--- src/rtl/mem_port_arbiter.sv ---
// mem_port_arbiter: round-robin sharing of one single-port memory between CPU and loader
module mem_port_arbiter #(
    parameter int WIDTH    = 32,
    parameter int ADDRSIZE = 12,
    parameter int LOCK_MAX = 8
) (
    input  logic                clk,
    input  logic                rst,
    input  logic                req0,
    input  logic                we0,
    input  logic                lock0,
    input  logic [ADDRSIZE-1:0] addr0,
    input  logic [WIDTH-1:0]    wdata0,
    output logic                gnt0,
    output logic                rvalid0,
    output logic [WIDTH-1:0]    rdata0,
    input  logic                req1,
    input  logic                we1,
    input  logic                lock1,
    input  logic [ADDRSIZE-1:0] addr1,
    input  logic [WIDTH-1:0]    wdata1,
    output logic                gnt1,
    output logic                rvalid1,
    output logic [WIDTH-1:0]    rdata1,
    output logic [ADDRSIZE-1:0] ram_addr,
    output logic [WIDTH-1:0]    ram_wdata,
    output logic                ram_we,
    input  logic [WIDTH-1:0]    ram_rdata,
    output logic [1:0]          owner
);
    localparam int CW = $clog2(LOCK_MAX + 1);

    typedef enum logic [1:0] {IDLE = 2'b00, OWN0 = 2'b01, OWN1 = 2'b10} state_t;

    state_t        state, state_nx;
    logic          last, last_nx;
    logic [CW-1:0] lcnt, lcnt_nx;
    logic          rv0, rv1;
    logic          at_max, hold0, hold1, pick1;

    // Grant selection, memory mux and next ownership/starvation state
    always_comb begin
        at_max   = (lcnt == CW'(LOCK_MAX));
        hold0    = (state == OWN0) && req0 && !(at_max && req1);
        hold1    = (state == OWN1) && req1 && !(at_max && req0);
        pick1    = req1 && (!req0 || !last);
        gnt0     = !rst && (hold0 || (!hold1 && req0 && !pick1));
        gnt1     = !rst && (hold1 || (!hold0 && pick1));
        ram_addr  = gnt1 ? addr1  : gnt0 ? addr0  : '0;
        ram_wdata = gnt1 ? wdata1 : gnt0 ? wdata0 : '0;
        ram_we    = gnt1 ? we1    : gnt0 ? we0    : 1'b0;
        state_nx = IDLE;
        last_nx  = last;
        lcnt_nx  = '0;
        if (gnt0) begin
            last_nx = 1'b0;
            if (lock0) begin
                state_nx = OWN0;
                lcnt_nx  = (state == OWN0) ? lcnt + CW'(req1) : CW'(req1);
            end
        end
        if (gnt1) begin
            last_nx = 1'b1;
            if (lock1) begin
                state_nx = OWN1;
                lcnt_nx  = (state == OWN1) ? lcnt + CW'(req0) : CW'(req0);
            end
        end
    end

    // State, round-robin pointer, lock counter and read-valid pipeline
    always_ff @(posedge clk) begin
        if (rst) begin
            state <= IDLE;
            last  <= 1'b1;
            lcnt  <= '0;
            rv0   <= 1'b0;
            rv1   <= 1'b0;
        end else begin
            state <= state_nx;
            last  <= last_nx;
            lcnt  <= lcnt_nx;
            rv0   <= gnt0 & ~we0;
            rv1   <= gnt1 & ~we1;
        end
    end

    // A read granted just before reset must not surface while reset is held
    assign rvalid0 = rv0 & ~rst;
    assign rvalid1 = rv1 & ~rst;
    assign rdata0  = ram_rdata;
    assign rdata1  = ram_rdata;
    assign owner   = state;
endmodule

--- config.mk ---
export PLATFORM = sky130hd
export DESIGN_NAME = mem_port_arbiter
export DESIGN_NICKNAME = d
export VERILOG_FILES = /design/src/rtl/mem_port_arbiter.sv
export SDC_FILE = /design/constraint.sdc
export NUM_CORES = 1
export LEC_CHECK = 0
export CAP_MARGIN = 10
export CORE_AREA = 2 2 95 97
export DETAILED_ROUTE_END_ITERATION = 6
export DIE_AREA = 0 0 97 99
export PLACE_DENSITY_LB_ADDON = 0.2
export SYNTH_ARGS = -nofsm -noshare
export SYNTH_HDL_FRONTEND = slang
export SYNTH_SLANG_ARGS = --single-unit
export TNS_END_PERCENT = 10
--- constraint.sdc ---
create_clock -name clk -period 4.7 [get_ports clk]
set_input_delay 0.47 -clock clk [delete_from_list [all_inputs] [get_ports clk]]
set_output_delay 0.47 -clock clk [all_outputs]
set_load 0.005 [all_outputs]
==> reports/metrics.cfg <==
[yosys]
synth_area_leader_cell=buf_4
synth_edf_count=0
netlist_instances=176
synth_top_area_share_pct=33.4
synth_area_um2=1480
yosys-top-cells-area=buf_4 33%, a22o_1 27%, dfxtp_1 12%
async_flop_share_pct=0
ys_ff_latch=9
ys_seq_area_share_pct=12.2
yosys_warnings=0
avgSynthCellArea_um2=8.42
yosysUniqueCellTypes=35
syn-num-nets=308
ys.flop_type=dfxtp_1

[grt]
antenna_found_initial=0
grt_pass1_vias=1586
grt_overflow_total=0
grt_start_max_net_pins=37
grt_use_total_pct=12.2
grt_pass1_wl_mm=9.20

[final_layout]
num_antenna_cells=0
nFillCells=910
area_delta_synth_final_pct=76.4
regArea_um2=180
num-nets-final=387
fin_area_um2=2610
final_cells=362
multi_input_area_um2=752
drive_gt1_share_pct=4.33

[pwr]
combPwrFrac_pct=54.5
power.internal_mw=0.284
pwr-share-seq_pct=21.0
vdd_drop_max_v=0.0000628
p_sw_mw=0.102
power.leakage_nw=0.976
powerDensity_nw_per_um2=148
power_frac_clock_pct=24.5
power_mw=0.386
p_sw_share_pct=26.3

[worst_setup_path]
worstSetupStartpointType=input pin
r2r_start=lcnt[2]$_SDFF_PP0_
slowest_stage=a211oi_4
cp_cell_sequence=clkdlybuf4s50_1 -> and3b_1 -> nand2_1 -> a211oi_4 -> buf_12 -> a22o_1 -> clkdlybuf4s50_1
worst-path-buf-inv=3
worstRegToRegCells=5
cpPeakStageDelay_ps=720
critPathTopFamily=buffers and inverters
crit_fanout=36
required_ps=4230
arrival_ps=3180
critPathCaptureType=output port
r2r_end=rv1$_SDFF_PP0_
cpMostUsedCell=clkdlybuf4s50_1
crit_type=input pin to output port
ff2ff_setup_slack_ps=2370

[min_path]
min_delay_worst_endpoint=lcnt[3]$_SDFF_PP0_
min_from=lcnt[3]$_SDFF_PP0_
hold_depth=1
hold_class=register to register

[floorplan]
start_util_pct=17.3
die_x_um=97
row_count=34
die_y_um=99
ios=243
fp.coreArea_um2=8550
die_area_um2=9600

[clock_tree]
cts_tree=built
post_cts_buffers=0
numCtsBuffers=3
path_clk_slew_ps=50
clockRootBuffer=clkbuf_8
clk_latency_ps=240
ctsHtreeMaxLevel=1
clock_path_buffers=2
post_cts_resized=0
ctsHoldBuffers=0
cts_sinks=9

[timing]
max_freq_mhz=274
finClkSkew_ps=10.7
setup_tns_ps=0
rsz0062_at_grt=no
final_max_slew_viol_count=0
max_slew_margin_pct=47.8
hold_violations=0
timing.final.crit_share_pct=77.6
min_period_ps=3650
worst_pin_slew_ps=780
setup_violations=0

[place]
placed_area_um2=2570
gp_routability_congestion=0.813
dp_cells=358
portBuffers=146
place_hpwl_mm=5.07

[job]
maxCapViolCount=0

[detailed_routing]
first_iter_violations=36
wl_per_cell_um=17.6
via_per_inst=4.30
drc_errors=0
drt_pass1_iterations=4
routed_wl_mm=6.36
antenna_left=0
vias=1556

[status]
outcome=finished, final reports clean

==> stage by stage <==
| step | hold WS, ps | setup slack, ps | util [%] |
|---|---|---|---|
| after floorplan | 471 | 2470 | - |
| after global placement | 515 | 1080 | 30.0 |
| after detailed placement | 524 | 1100 | 30.0 |
| after CTS | 544 | 1060 | 30.6 |
| after global routing | 559 | 887 | 30.6 |
| final | 545 | 1050 | 30.6 |
==> cell families after synthesis <==
| kind of cell | Yosys count | share of synthesized area [%] |
|---|---|---|
| buffers and inverters | 77 | 37.2 |
| AND/OR/NAND/NOR | 23 | 10.1 |
| flip-flops | 9 | 12.2 |
| adder cells (fa/ha/maj) | 4 | 3.38 |
| AO/OA/AOI/OAI | 62 | 36.5 |
| multiplexers | 1 | 0.760 |
==> worst reg2reg max path, cell delays in order, from the launching register on <==
cell      delay (ps)
dfxtp_1          360
or4b_4           580
and3_4           200
a211oi_4         670
buf_12           290
nor2b_1          160
==> layout by cell type (no fill, tap or decap), types with 2 or more instances in the layout <==
cell             count
clkdlybuf4s50_1    146
a22o_1              46
dfxtp_1              9
nor2b_1              6
nand2_1              5
ha_1                 4
inv_1                3
nand2b_1             3
clkbuf_8             3
a31oi_1              2
and2_1               2
==> cell usage after synthesis (2+ instances only) <==
| cell | count |
|---|---|
| nand2_1 | 5 |
| clkbuf_1 | 2 |
| nor2b_1 | 6 |
| buf_4 | 66 |
| dfxtp_1 | 9 |
| inv_1 | 3 |
| nand2b_1 | 3 |
| and2_1 | 2 |
| buf_2 | 5 |
| a31oi_1 | 2 |
| ha_1 | 4 |
| a22o_1 | 46 |
==> sequential cells by signal, summed over array words and instances (netlist names) <==
register  flops
owner         2
rv0           1
lcnt          4
last          1
rv1           1
==> power by group through the flow <==
stage / sequential [mW] / combinational (mW) / clock, mW
6_report: 0.0811 / 0.210 / 0.0944
2_1_floorplan: 0.0820 / 0.102 / 0
4_1_cts: 0.0811 / 0.213 / 0.0976
5_1_grt: 0.0813 / 0.225 / 0.103
3_3_place_gp: 0.0827 / 0.213 / 0
3_5_place_dp: 0.0827 / 0.211 / 0
==> layer usage <==
metal	up-vias	part of all wire [%]	GRT usage (%)
li1	746	-	-
met1	706	45	16.5
met2	77	44	18.1
met3	27	7.2	3.19
met4	0	2.9	5.63
met5	-	0	0
==> worst max-delay path by stage <==
stage	from	to	slack [ps]	cells past startpoint
6_report	req1	ram_wdata[7]	1050	7
5_1_grt	req1	ram_wdata[7]	890	7
4_1_cts	req1	ram_wdata[7]	1060	7
3_5_place_dp	req1	ram_wdata[7]	1100	7
3_3_place_gp	req1	ram_wdata[7]	1080	7
2_1_floorplan	lcnt[2]$_SDFF_PP0_	ram_wdata[15]	2470	6
==> area by class of cell <==
type | count | area share, %
Clock buffer | 3 | 1.58
Clock inverter | 1 | 0.191
Inverter | 3 | 0.431
Multi-Input combinational cell | 90 | 28.8
Sequential cell | 9 | 6.89
Tap cell | 108 | 5.17
Timing Repair Buffer | 148 | 57.0
Note: power is estimated with default switching activity, not from simulation.
